`src/rtl/vga_timing_gen.sv`:
```
`default_nettype none
// ============================================================================
//  Module      : vga_timing_gen
//  Description : Parametrised VGA raster timing generator. Produces H/V and
//                composite sync, the active-video flag, pixel coordinates,
//                and line/frame start pulses. The coordinates run LEAD pixel
//                ticks ahead of the timing flags, so a frame-buffer read
//                issued from X/Y has LEAD ticks to return its pixel before
//                the DAC samples it alongside the matching flags.
//  Revision    : 1.0  initial parametrised release
// ----------------------------------------------------------------------------
//  Ports
//    CLK_VGA      in   1   pixel clock
//    RST_N        in   1   active-low reset (asserts asynchronously; its
//                          release must already be synchronous to CLK_VGA)
//    EN           in   1   run enable; low holds the raster at the origin
//    CE           in   1   pixel tick qualifier; raster advances on EN & CE
//    SYNC_H       out  1   horizontal sync, active level HPOL
//    SYNC_V       out  1   vertical sync, active level VPOL
//    SYNC_B       out  1   composite sync, active-low
//    SYNC_BLANK   out  1   1 = active video
//    X            out  CW  horizontal pixel counter
//    Y            out  CW  vertical line counter
//    LINE_START   out  1   one-clock pulse on the tick at X == 0
//    FRAME_START  out  1   one-clock pulse on the tick at X == 0, Y == 0
//    FRAME_CNT    out  8   completed frames, modulo 256
// ============================================================================
module vga_timing_gen #(
    parameter int HACTIVE = 640,
    parameter int HFP     = 16,
    parameter int HSYN    = 96,
    parameter int HBP     = 48,
    parameter int VACTIVE = 480,
    parameter int VFP     = 10,
    parameter int VSYN    = 2,
    parameter int VBP     = 33,
    parameter bit HPOL    = 1'b0,
    parameter bit VPOL    = 1'b0,
    parameter int CW      = 11,
    parameter int LEAD    = 1
) (
    input  logic          CLK_VGA,
    input  logic          RST_N,
    input  logic          EN,
    input  logic          CE,
    output logic          SYNC_H,
    output logic          SYNC_V,
    output logic          SYNC_B,
    output logic          SYNC_BLANK,
    output logic [CW-1:0] X,
    output logic [CW-1:0] Y,
    output logic          LINE_START,
    output logic          FRAME_START,
    output logic [7:0]    FRAME_CNT
);

    // ------------------------------------------------------------------------
    // Derived geometry
    // ------------------------------------------------------------------------
    localparam int HTOTAL = HACTIVE + HFP + HSYN + HBP;
    localparam int VTOTAL = VACTIVE + VFP + VSYN + VBP;

    // Region bounds are held one bit wider than the counters: a sync pulse
    // that ends exactly at HTOTAL == 2**CW would otherwise wrap to zero.
    localparam logic [CW:0] c_hactive = (CW+1)'(HACTIVE);
    localparam logic [CW:0] c_hs_beg  = (CW+1)'(HACTIVE + HFP);
    localparam logic [CW:0] c_hs_end  = (CW+1)'(HACTIVE + HFP + HSYN);
    localparam logic [CW:0] c_vactive = (CW+1)'(VACTIVE);
    localparam logic [CW:0] c_vs_beg  = (CW+1)'(VACTIVE + VFP);
    localparam logic [CW:0] c_vs_end  = (CW+1)'(VACTIVE + VFP + VSYN);

    localparam logic [CW-1:0] c_h_last = CW'(HTOTAL - 1);
    localparam logic [CW-1:0] c_v_last = CW'(VTOTAL - 1);
    localparam logic [CW-1:0] c_one    = CW'(1);

    // ------------------------------------------------------------------------
    // Elaboration-time parameter checks
    // ------------------------------------------------------------------------
    if ((LEAD < 1) || (LEAD > 7)) begin : g_bad_lead
        $error("vga_timing_gen: LEAD=%0d outside legal range 1..7", LEAD);
    end

    if (HTOTAL > (1 << CW)) begin : g_bad_htotal
        $error("vga_timing_gen: HTOTAL=%0d does not fit in CW=%0d bits", HTOTAL, CW);
    end

    if (VTOTAL > (1 << CW)) begin : g_bad_vtotal
        $error("vga_timing_gen: VTOTAL=%0d does not fit in CW=%0d bits", VTOTAL, CW);
    end

    // ------------------------------------------------------------------------
    // State
    // ------------------------------------------------------------------------
    logic [CW-1:0]   h_q,      h_d;
    logic [CW-1:0]   v_q,      v_d;
    logic [7:0]      fcnt_q,   fcnt_d;

    // Flag delay lines; index 0 is the newest stage, LEAD-1 drives the pins.
    logic [LEAD-1:0] hs_dl_q,  hs_dl_d;
    logic [LEAD-1:0] vs_dl_q,  vs_dl_d;
    logic [LEAD-1:0] de_dl_q,  de_dl_d;

    // ------------------------------------------------------------------------
    // Decode of the current raster position
    // ------------------------------------------------------------------------
    logic [CW:0] w_h_ext;
    logic [CW:0] w_v_ext;
    logic        w_hs_act;
    logic        w_vs_act;
    logic        w_de;
    logic        w_h_last;
    logic        w_v_last;
    logic        w_tick;

    assign w_h_ext  = {1'b0, h_q};
    assign w_v_ext  = {1'b0, v_q};

    assign w_hs_act = (w_h_ext >= c_hs_beg) && (w_h_ext < c_hs_end);
    assign w_vs_act = (w_v_ext >= c_vs_beg) && (w_v_ext < c_vs_end);
    assign w_de     = (w_h_ext < c_hactive) && (w_v_ext < c_vactive);

    assign w_h_last = (h_q == c_h_last);
    assign w_v_last = (v_q == c_v_last);
    assign w_tick   = EN & CE;

    // ------------------------------------------------------------------------
    // Raster counters and frame counter
    // ------------------------------------------------------------------------
    always_comb begin
        h_d    = h_q;
        v_d    = v_q;
        fcnt_d = fcnt_q;

        if (!EN) begin
            // Park at the origin so the first tick after EN returns starts a
            // fresh frame; the frame count is deliberately left alone.
            h_d = '0;
            v_d = '0;
        end else if (CE) begin
            if (w_h_last) begin
                h_d = '0;
                if (w_v_last) begin
                    v_d    = '0;
                    fcnt_d = fcnt_q + 8'd1;
                end else begin
                    v_d = v_q + c_one;
                end
            end else begin
                h_d = h_q + c_one;
            end
        end
    end

    // ------------------------------------------------------------------------
    // Flag delay lines
    // ------------------------------------------------------------------------
    // The lines shift on CE alone (not EN), so after EN drops they drain to
    // the inactive level within LEAD ticks instead of freezing mid-pulse.
    always_comb begin
        hs_dl_d = hs_dl_q;
        vs_dl_d = vs_dl_q;
        de_dl_d = de_dl_q;

        if (CE) begin
            hs_dl_d[0] = EN & w_hs_act;
            vs_dl_d[0] = EN & w_vs_act;
            de_dl_d[0] = EN & w_de;
            for (int i = 1; i < LEAD; i++) begin
                hs_dl_d[i] = hs_dl_q[i-1];
                vs_dl_d[i] = vs_dl_q[i-1];
                de_dl_d[i] = de_dl_q[i-1];
            end
        end
    end

    // ------------------------------------------------------------------------
    // Registers
    // ------------------------------------------------------------------------
    always_ff @(posedge CLK_VGA or negedge RST_N) begin
        if (!RST_N) begin
            h_q     <= '0;
            v_q     <= '0;
            fcnt_q  <= '0;
            hs_dl_q <= '0;
            vs_dl_q <= '0;
            de_dl_q <= '0;
        end else begin
            h_q     <= h_d;
            v_q     <= v_d;
            fcnt_q  <= fcnt_d;
            hs_dl_q <= hs_dl_d;
            vs_dl_q <= vs_dl_d;
            de_dl_q <= de_dl_d;
        end
    end

    // ------------------------------------------------------------------------
    // Outputs
    // ------------------------------------------------------------------------
    // Sync pins come straight from the final delay stage; polarity is a
    // constant mapping, so EN/CE have no combinational route to them.
    assign SYNC_H     = hs_dl_q[LEAD-1] ? HPOL : ~HPOL;
    assign SYNC_V     = vs_dl_q[LEAD-1] ? VPOL : ~VPOL;
    assign SYNC_B     = ~(hs_dl_q[LEAD-1] | vs_dl_q[LEAD-1]);
    assign SYNC_BLANK = de_dl_q[LEAD-1];

    assign X          = h_q;
    assign Y          = v_q;
    assign FRAME_CNT  = fcnt_q;

    // Qualified by the tick so each pulse spans exactly one clock, even when
    // CE is sparse and the counters sit at the origin for several clocks.
    assign LINE_START  = w_tick & (h_q == '0);
    assign FRAME_START = w_tick & (h_q == '0) & (v_q == '0);

endmodule
`default_nettype wire
```
`config.mk`:
```
export PLATFORM = sky130hd
export DESIGN_NAME = vga_timing_gen
export DESIGN_NICKNAME = d
export VERILOG_FILES = /design/src/rtl/vga_timing_gen.sv
export SDC_FILE = /design/constraint.sdc
export NUM_CORES = 1
export LEC_CHECK = 0
export ABC_AREA = 1
export CAP_MARGIN = 10
export CORE_MARGIN = 2
export CORE_UTILIZATION = 47
export DETAILED_ROUTE_END_ITERATION = 10
export PLACE_DENSITY = 0.83
export SYNTH_ARGS = -nofsm -noshare
export SYNTH_HDL_FRONTEND = slang
export SYNTH_SLANG_ARGS = --single-unit
```
`constraint.sdc`:
```
create_clock -name CLK_VGA -period 1.4 [get_ports CLK_VGA]
set_input_delay 0.28 -clock CLK_VGA [delete_from_list [all_inputs] [get_ports CLK_VGA]]
set_output_delay 0.28 -clock CLK_VGA [all_outputs]
set_load 0.01 [all_outputs]
```
Word level (Yosys, flattened, before mapping)
Cells that the tools add are included.

Flip-flop bits (word level): 33. Bits of input ports: 4. Output and inout bits: 36. Word-level logic and storage cells: 43.

Add/sub/neg operators: 3. $lt $le $gt $ge: 6. Eq/ne operators: 4. Muxes and demuxes: 9. Bitwise operators: 8. Reduce and logical (&&, ||, !) cells: 7.

Operators by type and width (number): 11-bit 2-to-1 mux (7); 11-bit by 1-bit adder with 11-bit output, second input constant (2); 11-bit by 10-bit equality test with 1-bit output, second input constant (2); 11-bit logical NOT (2); 11-bit by 10-bit less-than comparator with 1-bit output, second input constant (2); 11-bit by 9-bit less-than comparator with 1-bit output, second input constant (2); 11-bit by 10-bit greater-or-equal comparator with 1-bit output, second input constant (1); 11-bit by 9-bit greater-or-equal comparator with 1-bit output, second input constant (1); 8-bit by 1-bit adder with 8-bit output, second input constant (1); 1-bit bitwise AND (6); 4-bit AND reduction (1); 1-bit logical AND (3); 1-bit 2-to-1 mux (2); 2-bit by 1-bit != test with 1-bit output, second input constant (1); 2-bit != test, second input constant (1); 2-bit AND reduction (1); 1-bit inverter (1); 1-bit bitwise OR (1).

Depth between registers and ports, before layout
Depth after elaboration: 5. Depth in mapped cells: 9. Depth with buffers taken out: 9.

Least setup slack after synthesis
OpenSTA, ideal clock, no wires.

Kind: reg-to-output. Start point: register v_q[0], in the netlist Y[0]. End point: output port FRAME_START. Data arrival time: 1.347 ns. Data required time: 1.120 ns. Path slack: -0.227 ns. Cell stages (with the launch flop): 7. Path buffers: 0. Path through: dfrtp_1 > inv_1 > ha_1 > nand2_1 > nor3_1 > nand3_1 > nor4_1.

Longest elaborated chain between the ends: 2.

Ends and longest elaborated chain: start: declaration (line 95) `logic [CW-1:0] v_q, v_d;`; start signal: assignment (line 189) `v_q <= v_d;`; 11-bit logical NOT (line 214) `assign FRAME_START = w_tick & (h_q == '0) & (v_q == '0);`; 1-bit bitwise AND (line 214); end: declaration (line 53) `output logic FRAME_START,`.

No other way between the ends.

Final worst setup path
Same ends and word-level chain as after synthesis.

==> key figures <==
Setup path
  • CP startpoint kind: flip-flop
  • Slowest stage delay, CP: 0.42 ns
  • Crit path kind: flip-flop to primary output
  • CP Cell Sequence: inv_2 -> ha_4 -> nand2_2 -> nor3_2 -> nand3_2 -> nor4_4 -> buf_2
  • Max Fanout on Critical Path: 2
  • CP Data Required Time: 1.12 ns
  • Worst EP arrival: 1.64 ns
  • Slowest CP cell: dfrtp_2
  • Worst setup EP type: primary output

Layout
  • Synthesis-to-finish area growth: 69.00%
  • Final std cells w/o fill: 463
  • Layout cells sized above 1: 0.4647
  • Finished Cell Area: 3662 µm²
  • Antenna diode count: 0
  • # nets final: 421
  • Fill cell count: 220

Floorplan
  • Die height: 71.90 µm
  • Rows: 24
  • I/O pins: 40
  • Initial Util: 0.4943
  • Die X: 71.90 µm
  • DIE AREA: 5170 µm²
  • Core area: 4384 µm²

Synth
  • Synth Net Count: 304
  • Netlist Area Pre-Place: 2167 µm²
  • FF+latch count, synth: 33
  • Number of flops mapped to enable cells by yosys: 0
  • Commonest register cell after synthesis: dfrtp_1
  • Unique masters post-synth: 36
  • Cell count after synthesis: 294
  • Sequential share of the synthesized area: 0.3811
  • Syn avg cell area: 7.371 µm²
  • Async SR Flop Fraction: 1.000
  • Synthesis warning total: 0

STA
  • Fmax: 0.5204 GHz
  • Final setup violating endpoints: 33
  • Min Tclk post-route: 1.921 ns
  • Final worst path period share: 1.372
  • Skew final: 0.01487 ns
  • Final Hold Fails: 0
  • Worst Setup Slack, final: -0.5215 ns
  • RSZ-0062 raised after global routing: yes
  • WHS: 0.3419 ns
  • Actual slew at the worst max-slew pin: 0.3447 ns
  • Max_slew headroom: 0.7689
  • Final Max Tran Viols: 0
  • Setup TNS: -6.701 ns

Detailed routing
  • Vias per cell: 6.121
  • # DRC: 0
  • Post-route ant nets: 0
  • Vias: 2834
  • Initial drt markers: 285
  • Routed WL: 9535 µm
  • WL/cell: 20.59 µm
  • Pre-antenna DRT Iters: 8

Global routing
  • Vias in the first global route: 2725
  • First-pass GRT wire length: 13510 µm
  • Congestion Overflow GR: 0
  • Initial antenna violation count: 0
  • Largest net degree at the start of global routing: 34
  • GRT Overall Usage: 0.3425

Outcome
  • Outcome: finished, violations left
  • Violated checks: setup timing

Flow run
  • Max Cap Violations: 0

Place
  • Dpl ws: -0.8342 ns
  • Final GP Congestion: 0.9225
  • Placed Instances: 439
  • DP HPWL: 4568 µm
  • IO buf count: 39
  • Post-placement cell area: 3082 µm²

Clock network
  • Clock Path Buffers: 2
  • Reg clk slew, reported paths: 0.08 ns
  • Clk sinks: 33
  • CTS tree: built
  • Hold buffers post-CTS: 0
  • Clock root cell: clkbuf_8
  • H-tree level count: 2
  • Clock latency on the worst-skew pair: 0.30 ns
  • Num CTS Buffers: 5

Power
  • Peak supply drop: 0.0006375 V
  • Static leakage: 1.929 nW
  • Power per cell area: 696.9 nW/µm²

Hold path
  • Worst hold path class: input port to asynchronous set/reset pin
==> metal layers <==
layer | track usage | vias to the layer above | routed length (µm)
met5 | 0 | - | 0
met4 | 0.1698 | 0 | 591
met3 | 0.08056 | 76 | 926
met2 | 0.5844 | 241 | 4614
met1 | 0.4052 | 1328 | 3403
li1 | - | 1189 | -
==> worst max-delay path, delay by kind of cell (launching register included) <==
family / cells / cell delay, ns
flip-flops: 1 / 0.42
buffers and inverters: 2 / 0.26
AND/OR/NAND/NOR: 4 / 0.54
adder cells (fa/ha/maj): 1 / 0.14
==> flip-flops by register name, summed over array words and instances (netlist names) <==
register and cells:
X 11, FRAME_CNT 8, hs_dl_q 1, vs_dl_q 1, Y 11, SYNC_BLANK 1
==> path summary, 6_finish.rpt <==
kind	cells after the start	slack (ns)	endpoint	startpoint
setup / recovery	7	-0.52	FRAME_START	Y[0]$_DFFE_PN0P_
hold reg to reg	2	0.52	SYNC_BLANK$_DFFE_PN0P_	SYNC_BLANK$_DFFE_PN0P_
min in group CLK_VGA	3	0.50	hs_dl_q$_DFFE_PN0P_	CE
hold / removal	2	0.34	X[10]$_DFFE_PN0P_	RST_N
setup reg to reg	10	-0.28	Y[6]$_DFFE_PN0P_	X[4]$_DFFE_PN0P_
max in group asynchronous	2	0.84	Y[0]$_DFFE_PN0P_	RST_N
==> cell families after synthesis <==
logic type	count (synthesis)	synth area share
AOI/OAI and AO/OA	25	0.07391
adders and majority gates	6	0.03464
xor gates and xnor gates	7	0.02829
buffers and inverters	43	0.08313
and+or+nand+nor	180	0.3990
DFF	33	0.3811
==> metrics by stage <==
stage,util,power (mW)
finish,0.8353,2.552
global route,0.8353,2.629
CTS,0.7845,2.427
detailed placement,0.7029,1.585
global placement,0.7029,1.558
floorplan,-,1.276
==> cell usage after synthesis (2+ instances only) <==
| library cell | number | area share |
|---|---|---|
| a21oi_1 | 7 | 0.016 |
| buf_2 | 2 | 0.0046 |
| buf_6 | 2 | 0.010 |
| dfrtp_1 | 33 | 0.38 |
| ha_1 | 6 | 0.035 |
| inv_1 | 34 | 0.059 |
| inv_2 | 2 | 0.0035 |
| nand2_1 | 85 | 0.15 |
| nand2_2 | 3 | 0.0087 |
| nand2_4 | 3 | 0.016 |
| nand3_1 | 34 | 0.079 |
| nand3_2 | 3 | 0.014 |
| nand4_1 | 9 | 0.026 |
| nor2_1 | 24 | 0.042 |
| nor2_2 | 2 | 0.0058 |
| nor2_4 | 2 | 0.010 |
| nor3_1 | 9 | 0.021 |
| o21ai_0 | 4 | 0.0092 |
| o21ai_1 | 2 | 0.0046 |
| o21ai_2 | 6 | 0.024 |
| o22ai_1 | 2 | 0.0058 |
| xnor2_1 | 2 | 0.0081 |
| xor2_1 | 5 | 0.020 |
==> power by group <==
part           leakage [nW]  internal [mW]  switching, mW  total, mW
sequential            0.452          0.992         0.0333       1.03
clock                0.0443          0.390          0.366      0.756
combinational          1.43          0.347          0.424      0.770
total                  1.93           1.73          0.823       2.55
==> cell usage in the layout, fill, tap and decap left out, types with 8 or more instances in the layout <==
master	instances
nand2_1	55
dfrtp_1	31
o21ai_2	8
nand4_1	9
nand2_2	18
nand3_1	27
nor2_1	16
dlygate4sd2_1	13
buf_4	63
clkdlybuf4s15_1	13
inv_1	28
nand2_4	17
nand3_2	8
==> final cells by class <==
type / count / area, µm² / share of cell area
Sequential cell: 33 / 828.3 / 0.2262
Clock buffer: 7 / 86.33 / 0.02357
Timing Repair Buffer: 112 / 940.9 / 0.2569
Multi-Input combinational cell: 218 / 1545 / 0.4219
Timing Repair inverter: 3 / 36.28 / 0.009908
Tap cell: 52 / 65.06 / 0.01777
Inverter: 38 / 160.2 / 0.04373
==> timing repair <==
item                                   4_1_cts  5_1_grt
setup buffers                               13        8
setup endpoints to repair                   64       50
resized for setup                          107       74
pin swaps                                   14       28
endpoints found under the hold margin        0        0
gates cloned                                 3        0
Note: power is estimated with default switching activity, not from simulation.
